--- src/rtl/bus_arbiter.sv ---
// bus_arbiter: two masters (m0 = CPU, m1 = loader/DMA) share one slave (on-chip memory).
// Both masters requesting at once are resolved round-robin: the master that was not
// served last wins. A grant always passes through IDLE, so the slave sees s_valid drop
// for at least one cycle between transactions.
//
// Optional watchdog: define BUS_ARBITER_TIMEOUT_EN to abort a transaction that has been
// BUSY for TIMEOUT_CYCLES cycles without s_ready. The abort answers the granted master
// with rdata 32'hDEADBEEF and sets the sticky err flag. Without the macro the arbiter
// waits in BUSY indefinitely and err is tied to 0.

module bus_arbiter #(
    parameter int unsigned TIMEOUT_CYCLES = 255
) (
    input  logic        clk,
    input  logic        resetn,

    // master 0 (CPU)
    input  logic        m0_valid,
    input  logic        m0_instr,
    input  logic [31:0] m0_addr,
    input  logic [31:0] m0_wdata,
    input  logic [3:0]  m0_wstrb,
    output logic [31:0] m0_rdata,
    output logic        m0_ready,

    // master 1 (loader/DMA)
    input  logic        m1_valid,
    input  logic        m1_instr,
    input  logic [31:0] m1_addr,
    input  logic [31:0] m1_wdata,
    input  logic [3:0]  m1_wstrb,
    output logic [31:0] m1_rdata,
    output logic        m1_ready,

    // slave (on-chip memory)
    output logic        s_valid,
    output logic        s_instr,
    output logic [31:0] s_addr,
    output logic [31:0] s_wdata,
    output logic [3:0]  s_wstrb,
    input  logic [31:0] s_rdata,
    input  logic        s_ready,

    output logic        grant,
    output logic        err
);

    typedef enum logic [1:0] {
        IDLE  = 2'd0,
        BUSY0 = 2'd1,
        BUSY1 = 2'd2
    } state_t;

    // Request fields travelling from a master to the slave as one bundle.
    typedef struct packed {
        logic        instr;
        logic [31:0] addr;
        logic [31:0] wdata;
        logic [3:0]  wstrb;
    } req_t;

    localparam logic [31:0] ABORT_RDATA = 32'hDEAD_BEEF;

    state_t state;
    state_t state_next;

    // Index of the master served most recently; the other master wins a tie.
    logic   last_served;
    logic   last_served_next;

    // High in the BUSY cycle where the watchdog gives up on the slave.
    logic   timeout_hit;

    req_t   m0_req;
    req_t   m1_req;
    req_t   s_req;

    assign m0_req = '{instr: m0_instr, addr: m0_addr, wdata: m0_wdata, wstrb: m0_wstrb};
    assign m1_req = '{instr: m1_instr, addr: m1_addr, wdata: m1_wdata, wstrb: m1_wstrb};

    // State register and round-robin pointer; reset favours m0 by marking m1 as last served.
    always_ff @(posedge clk or negedge resetn) begin
        // NOTE: non-blocking assignments in clocked blocks so every register samples
        // pre-edge values, independent of the order the blocks are evaluated in.
        if (!resetn) begin
            state       <= IDLE;
            last_served <= 1'b1;
        end else begin
            state       <= state_next;
            last_served <= last_served_next;
        end
    end

    // Next-state logic: arbitrate in IDLE, hold BUSY until the slave answers or the watchdog fires.
    always_comb begin
        // NOTE: every variable gets a default before the case so no path leaves it
        // unassigned, which would otherwise infer a latch.
        state_next       = state;
        last_served_next = last_served;
        case (state)
            IDLE: begin
                if (m0_valid && m1_valid) begin
                    state_next = last_served ? BUSY0 : BUSY1;
                end else if (m0_valid) begin
                    state_next = BUSY0;
                end else if (m1_valid) begin
                    state_next = BUSY1;
                end
            end
            BUSY0: begin
                // A master dropping valid here does not end the transaction; only the slave does.
                if (s_ready || timeout_hit) begin
                    state_next       = IDLE;
                    last_served_next = 1'b0;
                end
            end
            BUSY1: begin
                if (s_ready || timeout_hit) begin
                    state_next       = IDLE;
                    last_served_next = 1'b1;
                end
            end
            default: begin
                state_next = IDLE;
            end
        endcase
    end

    // Datapath: route the owning master's request to the slave and the response back to it.
    always_comb begin
        s_req    = '0;
        m0_ready = 1'b0;
        m1_ready = 1'b0;
        m0_rdata = s_rdata;
        m1_rdata = s_rdata;
        case (state)
            BUSY0: begin
                s_req    = m0_req;
                m0_ready = s_ready || timeout_hit;
                m0_rdata = timeout_hit ? ABORT_RDATA : s_rdata;
            end
            BUSY1: begin
                s_req    = m1_req;
                m1_ready = s_ready || timeout_hit;
                m1_rdata = timeout_hit ? ABORT_RDATA : s_rdata;
            end
            default: begin
            end
        endcase
    end

    // Outputs decode straight from the state register, so an asynchronous reset
    // removes s_valid and both readies without waiting for a clock edge.
    assign s_valid = (state != IDLE);
    assign s_instr = s_req.instr;
    assign s_addr  = s_req.addr;
    assign s_wdata = s_req.wdata;
    assign s_wstrb = s_req.wstrb;
    assign grant   = (state == BUSY1);

`ifdef BUS_ARBITER_TIMEOUT_EN

    localparam int unsigned    CNT_W     = (TIMEOUT_CYCLES < 2) ? 1 : $clog2(TIMEOUT_CYCLES + 1);
    localparam logic [CNT_W-1:0] CNT_LIMIT = CNT_W'(TIMEOUT_CYCLES);

    // BUSY cycles already spent on the current grant; held at 0 in IDLE so each grant starts fresh.
    logic [CNT_W-1:0] busy_cnt;
    logic             err_q;

    // s_ready is excluded here, which gives a completing slave priority over the watchdog.
    assign timeout_hit = (state != IDLE) && !s_ready && (busy_cnt == CNT_LIMIT);
    assign err         = err_q;

    // Watchdog counter and sticky error flag.
    always_ff @(posedge clk or negedge resetn) begin
        if (!resetn) begin
            busy_cnt <= '0;
            err_q    <= 1'b0;
        end else begin
            if (state == IDLE) begin
                busy_cnt <= '0;
            end else if (busy_cnt != CNT_LIMIT) begin
                busy_cnt <= busy_cnt + 1'b1;
            end
            if (timeout_hit) begin
                err_q <= 1'b1;
            end
        end
    end

`else

    assign timeout_hit = 1'b0;
    assign err         = 1'b0;

    // The limit only matters to the watchdog build; keep it referenced here.
    logic timeout_unused;
    assign timeout_unused = (TIMEOUT_CYCLES != 0);

`endif

endmodule

--- config.mk ---
export PLATFORM = sky130hd
export DESIGN_NAME = bus_arbiter
export DESIGN_NICKNAME = d
export VERILOG_FILES = /design/src/rtl/bus_arbiter.sv
export SDC_FILE = /design/constraint.sdc
export NUM_CORES = 1
export LEC_CHECK = 0
export ABC_AREA = 0
export ABC_CLOCK_PERIOD_IN_PS = 5400
export CELL_PAD_IN_SITES_DETAIL_PLACEMENT = 1
export CELL_PAD_IN_SITES_GLOBAL_PLACEMENT = 2
export CORE_MARGIN = 5
export CORE_UTILIZATION = 10
export DETAILED_ROUTE_END_ITERATION = 16
export GPL_ROUTABILITY_DRIVEN = 0
export PLACE_DENSITY_LB_ADDON = 0.1
export SYNTH_ARGS = -nofsm -noshare
export SYNTH_HDL_FRONTEND = slang
export SYNTH_SLANG_ARGS = --single-unit
--- constraint.sdc ---
create_clock -name clk -period 5.4 [get_ports clk]
set_clock_uncertainty 0.2 [all_clocks]
set_input_delay 1.62 -clock clk [delete_from_list [all_inputs] [get_ports clk]]
set_output_delay 1.62 -clock clk [all_outputs]
set_load 0.01 [all_outputs]
==> impl_metrics.toml, run 1 <==
[routing]
drc = 0
ant_nets = 0
drt_first_pass_iters = 3
vias = 2236
wl_mm = 10.4
drt-vias-per-instance = 3.64
wl_per_cell_um = 17.0
drt_first_iter_violations = 45

[synthesis]
yosysTopAreaCellShare_pct = 26.8
syn_nets = 429
synth_top_cell_by_area = "buf_4"
synth_top_family_by_area = "buffers and inverters"
synth_compound_area_share_pct = 33.2
netlist_top_cells_count = "69 x nor2b_1, 66 x buf_4, 60 x a22oi_1, 13 x buf_2, 9 x a22oi_2"
synthTopCellsByArea = "buf_4 27%, a22oi_1 24%, nor2b_1 23%"
synth-seq-cells = 3
synthXorXnorAreaFrac_pct = 0
synthMuxAreaShare_pct = 0
synth_fa_ha_area_share_pct = 2.71
synth_edf_count = 0
syn_avg_cell_area_um2 = 7.39
ys_types = 23
synth_most_common_cell = "nor2b_1"
yosys.area_share.simple_pct = 24.7
synthFlopType = "dfrtp_1"
async_reset_ff_share_pct = 100
yosys_warnings = 0
synthCells = 250
netlist_area_um2 = 1850
ys_seq_area_share_pct = 4.13

[cells_and_area]
final_layout_size_suffix_gt1_share_pct = 5.71
fin_nets = 565
design_area_um2 = 3810
syn_to_final_growth_pct = 106
diodes = 0
finalNonFillerCells = 614

[global_route]
grt_pass1_vias = 2548
antenna_found_initial = 0
grtUsageTotal_pct = 8.93
grt_max_degree = 71
grt_overflow = 0
grt_pass1_wl_mm = 15.3

[clock_tree]
cts-resized-gates = 0
cts_setup_buffers = 0
clock_latency_ns = 0.22
cts_buffers = 3
root_buffer = "clkbuf_16"
hold_buffers = 0
cts_tree = "built"
htree_levels = 1
cts_sinks = 3
clk_path_buf_depth = 2
clk_pin_slew_worst_paths_ns = 0.03

[pwr]
power_density_nw_per_um2 = 364
leakage_nw = 1.20
total_power_w = 0.00139
peakVddDrop_v = 0.000195

[sta]
rsz0062_at_grt = "no"
finalCriticalPeriod_ns = 4.73
timing.final.crit_share_pct = 87.6
max_slew_margin_pct = 55.6
drv_slew = 0
finalHoldViolations = 0
fmax_mhz = 211
setup_viol = 0
tns_ns = 0
tightestPinTransition_ns = 0.667

[worst_setup_path]
r2r_start = "state[1]"
r2r_end = "state[1]"
cp.required_ns = 3.58
r2r_slack_ns = 3.43
cp-end-kind = "output port"
worstPathArrival_ns = 2.91
startpoint_type = "primary input"
path_max_fanout = 1
critPathLaunch = "m1_wdata[14]"
worstRegToRegCells = 4
crit_type = "in -> out"

[placement]
port_buffers = 215
dp_cells = 610
dp_hpwl_mm = 8.01
dpl-instance-area_um2 = 3730

[floorplan]
start_util_pct = 10.2
die_w_um = 146
chipHeight_um = 146
num_rows = 49
coreArea_um2 = 18100
fp.dieArea_um2 = 21300
io_pins = 313

[worst_hold_path]
hold_class = "reg -> reg"
hp-start = "last_served"
min_path_cells = 2
min_to = "last_served"

[flow_run]
cap_violations = 0

[status]
run_status = "completed"
[power breakdown]
part | switching (W) | total [W] | internal (W)
Clock | 0.0000203 | 0.000118 | 0.0000974
Sequential | 0.00000929 | 0.0000450 | 0.0000357
Combinational | 0.000564 | 0.00122 | 0.000661
[worst max-delay path by stage]
stage / end / slack [ns]
finish: s_wdata[14] / 0.67
global route: s_wdata[27] / 0.62
CTS: s_wdata[27] / 0.64
detailed placement: s_wdata[27] / 0.65
global placement: s_wdata[27] / 0.64
floorplan: s_addr[0] / 1.70
[per-layer routing]
metal	global-route usage, %	wire length [µm]
met5	0	0
met4	1.80	142
met3	2.49	875
met1	9.35	3770
met2	17.6	5620
[critical path, stage by stage]
cell,delay [ns]
clkdlybuf4s50_1,0.46
a22oi_1,0.09
nor2b_1,0.17
clkdlybuf4s50_1,0.57
[placed cells by master, fill, tap and decap left out]
cell / count
nand2_1: 1
ha_1: 1
a22oi_1: 60
and2_1: 1
dfstp_2: 1
conb_1: 1
dfrtp_1: 2
a32o_1: 1
ha_2: 3
clkdlybuf4s50_1: 215
o2111ai_1: 1
a22oi_2: 9
inv_1: 5
buf_4: 1
o21ai_0: 2
buf_12: 3
nor2b_1: 69
nand2b_1: 1
clkbuf_16: 3
and2_4: 1
a21oi_1: 1
o21ai_2: 1
clkbuf_1: 1
a21boi_0: 1
[flip-flops by register name, summed over array words and instances, names as in the netlist]
name and count:
last_served 1, state 2
[through the flow]
stage	utilization (%)	setup slack, ns	hold WS, ns
3_5_place_dp	20.6	0.649	0.304
2_1_floorplan	-	1.70	0.265
6_report	21.1	0.672	0.302
5_1_grt	21.1	0.616	0.315
4_1_cts	21.1	0.643	0.317
3_3_place_gp	20.6	0.644	0.306
[cell families (layout without fill, tap and decap cells)]
logic type	count (synthesis)	count (layout)
buffers and inverters	93	228
other	1	1
adder cells (fa/ha/maj)	4	4
AND/OR/NAND/NOR	73	73
flip-flops	3	3
AO/OA/AOI/OAI	76	76
[layout make-up]
| class | instances | area, µm² |
|---|---|---|
| Clock buffer | 4 | 78.8 |
| Fill cell | 2130 | 14300 |
| Inverter | 5 | 18.8 |
| Multi-Input combinational cell | 154 | 1130 |
| Sequential cell | 3 | 76.3 |
| Tap cell | 229 | 287 |
| Timing Repair Buffer | 219 | 2220 |
Power figures use the tool's default switching activity.
==> run 2, diff against run 1 <==
--- a/config.mk
+++ b/config.mk
@@ -13,6 +13,7 @@
 export CORE_UTILIZATION = 10
 export DETAILED_ROUTE_END_ITERATION = 16
 export GPL_ROUTABILITY_DRIVEN = 0
+export GPL_TIMING_DRIVEN = 0
 export PLACE_DENSITY_LB_ADDON = 0.1
 export SYNTH_ARGS = -nofsm -noshare
 export SYNTH_HDL_FRONTEND = slang
==> impl_metrics.toml, run 2 (synthesis gave the netlist of run 1 again) <==
[status]
run_status = "completed"

[worst_setup_path]
crit_type = "in -> out"
cp.required_ns = 3.58
r2r_slack_ns = 3.69
cp-end-kind = "output port"
startpoint_type = "primary input"
worstRegToRegCells = 5
worstPathArrival_ns = 2.90
path_max_fanout = 4

[cells_and_area]
final_cell_mix = "279 x clkdlybuf4s50_1, 69 x nor2b_1, 66 x buf_4, 60 x a22oi_1, 13 x buf_2"
final_layout_size_suffix_gt1_share_pct = 18.4
fillers = 2153
reg_top3 = "state (2), last_served (1)"
fin_nets = 713
top_register = "state"
final_common_cell = "clkdlybuf4s50_1"
largest_reg_flops = 2
diodes = 0
syn_to_final_growth_pct = 171

[sta]
finalCriticalPeriod_ns = 4.72
timing.final.crit_share_pct = 87.3
hold_ws_ns = 0.293
tns_ns = 0
setup_viol = 0
fmax_mhz = 212
finalHoldViolations = 0
rsz0062_at_grt = "no"
drv_slew = 0

[routing]
drt_first_iter_violations = 39
wl_mm = 12.3
wl_per_cell_um = 16.2
ant_nets = 0
drt_first_pass_iters = 4
drt-vias-per-instance = 3.68
vias = 2802
drc = 0

[pwr]
peakVddDrop_v = 0.000109
total_power_w = 0.00151
power_density_nw_per_um2 = 302
leakage_nw = 1.84

[worst_hold_path]
hold_class = "reg -> reg"
min_path_cells = 2

[placement]
dp_hpwl_mm = 10.7
port_buffers = 279

[clock_tree]
clk_pin_slew_worst_paths_ns = 0.03
cts-resized-gates = 0
cts_sinks = 3
clock_latency_ns = 0.22
hold_buffers = 0
htree_levels = 1
cts_buffers = 3
cts_tree = "built"
clk_path_buf_depth = 2
cts_setup_buffers = 0
root_buffer = "clkbuf_16"

[floorplan]
start_util_pct = 10.2
num_rows = 49
coreArea_um2 = 18100
io_pins = 313
die_w_um = 146
fp.dieArea_um2 = 21300
chipHeight_um = 146

[flow_run]
cap_violations = 0

[global_route]
grt_max_degree = 11
grt_pass1_vias = 3114
grtUsageTotal_pct = 10.5
antenna_found_initial = 0
grt_overflow = 0
grt_pass1_wl_mm = 18.1
## run 2: cell count changes in the layout (fill, tap and decap cells not counted), moves of 5 or more
cell	before	now
buf_2	0	13
buf_4	1	66
clkdlybuf4s50_1	215	279
clkbuf_1	1	6
## run 2: final timing paths
path,startpoint,end
setup / recovery,s_ready,m0_ready
hold / removal,last_served,last_served
setup reg to reg,state[1],state[1]
hold reg to reg,last_served,last_served
max in group asynchronous,resetn,last_served
min in group asynchronous,resetn,state[1]
## run 2: layout make-up
cell class | instances | area [µm²] | area share, %
plain buffers | 88 | 628 | 12.5
flip-flops and latches | 3 | 76.3 | 1.53
multi-input cells | 154 | 1120 | 22.5
repair buffers | 279 | 2790 | 55.8
clock buffers | 4 | 78.8 | 1.57
well taps | 229 | 287 | 5.73
inverters | 5 | 18.8 | 0.375
## run 2: power breakdown
part	internal (W)	switching [W]	total (W)	leakage, nW
clock network	0.0000974	0.0000193	0.000117	0.0382
logic	0.000746	0.000604	0.00135	1.76
registers	0.0000357	0.00000944	0.0000452	0.0362
total	0.000879	0.000633	0.00151	1.84
## run 2: critical path, stage by stage
cell and delay, ns:
clkdlybuf4s50_1 0.54, and2_4 0.18, clkdlybuf4s50_1 0.56
## run 2: through the flow
step	instance area, µm²	std cells	setup slack, ns	utilization (%)
global placement	4930	758	0.657	27.2
CTS	5000	762	0.651	27.7
floorplan	1850	250	1.70	-
finish	5000	762	0.685	27.7
detailed placement	4930	758	0.651	27.2
global route	5000	762	0.611	27.7
## run 2: routing by layer
layer  vias to the layer above  GRT usage (%)  wire (µm)
li1                       1373              -          -
met1                      1271           11.1       4430
met2                       156           21.3       6840
met3                         2           2.87       1040
met4                         0          0.475         27
met5                         -              0          0
==> run 3, diff against run 2 <==
--- a/config.mk
+++ b/config.mk
@@ -15,6 +15,8 @@
 export GPL_ROUTABILITY_DRIVEN = 0
 export GPL_TIMING_DRIVEN = 0
 export PLACE_DENSITY_LB_ADDON = 0.1
+export RECOVER_POWER = 100
+export SETUP_SLACK_MARGIN = 0.3
 export SYNTH_ARGS = -nofsm -noshare
 export SYNTH_HDL_FRONTEND = slang
 export SYNTH_SLANG_ARGS = --single-unit
==> impl_metrics.toml, run 3 (synthesis gave the netlist of run 1 again) <==
[pwr]
switching_share_pct = 43.4
power_frac_seq_pct = 3.2
clock_power_share_pct = 8.1
p_comb_share_pct = 88.7
power_density_nw_per_um2 = 286
switching_power_w = 0.000622
intPower_w = 0.000810
peakVddDrop_v = 0.000109
leakage_nw = 2.08

[worst_setup_path]
crit_path_frequent_cell = "dlygate4sd3_1"
r2r_slack_ns = 3.68
critPathLaunch = "s_ready"
slowest_delay_ns = 0.63
cp_slowest_cell = "dlygate4sd3_1"
cp.required_ns = 3.58
startpoint_type = "primary input"
path_max_fanout = 4
worstPathArrival_ns = 3.05
r2r_start = "state[1]"
crit_buf_inv = 2
crit_type = "in -> out"
crit_family = "buffers and inverters"
cp-end-kind = "output port"
critical_path.cell_chain = "dlygate4sd3_1 > and2_4 > dlygate4sd3_1"

[floorplan]
die_w_um = 146
fp.dieArea_um2 = 21300
start_util_pct = 10.2
coreArea_um2 = 18100
num_rows = 49
io_pins = 313
chipHeight_um = 146

[cells_and_area]
top_register = "state"
fin_nets = 713
diodes = 0
final_cell_mix = "140 x clkdlybuf4s50_1, 139 x dlygate4sd3_1, 69 x nor2b_1, 66 x buf_4, 60 x a22oi_1"
syn_to_final_growth_pct = 171
fillers = 2153
final_layout_size_suffix_gt1_share_pct = 18.4
final_common_cell = "clkdlybuf4s50_1"
reg_top3 = "state (2), last_served (1)"
largest_reg_flops = 2

[clock_tree]
cts-resized-gates = 0
clock_latency_ns = 0.22
cts_buffers = 3
clk_path_buf_depth = 2
cts_tree = "built"
hold_buffers = 0
root_buffer = "clkbuf_16"
cts_setup_buffers = 0
htree_levels = 1
clk_pin_slew_worst_paths_ns = 0.03
cts_sinks = 3

[routing]
ant_nets = 0
wl_mm = 12.3
vias = 2801
drt_first_pass_iters = 4
drt-vias-per-instance = 3.68
drc = 0
wl_per_cell_um = 16.1
drt_first_iter_violations = 38

[sta]
fmax_mhz = 205
timing.final.crit_share_pct = 90.2
setup_viol = 0
rsz0062_at_grt = "no"
finalHoldViolations = 0
worst_slack_ns = 0.531
drv_slew = 0
tns_ns = 0
finalCriticalPeriod_ns = 4.87

[global_route]
grt_pass1_vias = 3114
grtUsageTotal_pct = 10.5
grt_max_degree = 11
grt_overflow = 0
antenna_found_initial = 0
grt_pass1_wl_mm = 18.1

[placement]
port_buffers = 279
dp_hpwl_mm = 10.7
detailedPlace.worstSlack_ns = 0.651

[worst_hold_path]
hp-start = "last_served"
hold_class = "reg -> reg"

[status]
run_status = "completed"

[flow_run]
cap_violations = 0
==> run 3: cell count changes in the layout (fill, tap and decap cells not counted), sizes merged <==
cell	before	now
clkdlybuf4s50	279	140
dlygate4sd3	0	139
==> run 3: final cells by class <==
class                   count  area (µm²)  area share [%]
clock buffers               4        78.8            1.57
multi-input cells         154        1120            22.5
plain buffers              88         628            12.5
repair buffers            279        2790            55.8
inverters                   5        18.8           0.375
well taps                 229         287            5.73
flip-flops and latches      3        76.3            1.53
==> run 3: metrics by stage <==
stage / utilization (%) / power (W) / hold WS [ns] / instance area (µm²) / cells
after floorplan: - / 0.000752 / 0.265 / 1850 / 250
after global placement: 27.2 / 0.00142 / 0.297 / 4930 / 758
after detailed placement: 27.2 / 0.00143 / 0.295 / 4930 / 758
after CTS: 27.7 / 0.00156 / 0.299 / 5000 / 762
after global routing: 27.7 / 0.00156 / 0.305 / 5000 / 762
final: 27.7 / 0.00143 / 0.293 / 5000 / 762
==> run 3: worst reg2reg max path, delay by kind of cell, from the launching register on <==
kind | cells | cell delay, ns
buffers and inverters | 1 | 0.09
adders and majority gates | 1 | 0.42
DFF | 1 | 0.41
AOI/OAI and AO/OA | 2 | 0.30
and+or+nand+nor | 1 | 0.18
==> run 3: routing by layer <==
metal  GRT usage (%)  routed length, µm
met1            11.1               4350
met2            21.3               6860
met4           0.475                 27
met3            2.87               1030
met5               0                  0
==> run 3: path summary, 6_finish.rpt <==
kind	end	depth (start not counted)
worst min-delay path	last_served	2
worst min register to register	last_served	2
worst max register to register	state[1]	5
max in group asynchronous	last_served	1
min in group asynchronous	state[1]	1
worst max-delay path	m0_ready	3
==> run 3: power by group through the flow <==
stage	Combinational (W)	Clock (W)	Sequential (W)
floorplan	0.000710	0	0.0000416
global placement	0.00137	0	0.0000450
detailed placement	0.00139	0	0.0000456
CTS	0.00139	0.000118	0.0000453
global route	0.00140	0.000120	0.0000465
finish	0.00127	0.000117	0.0000452
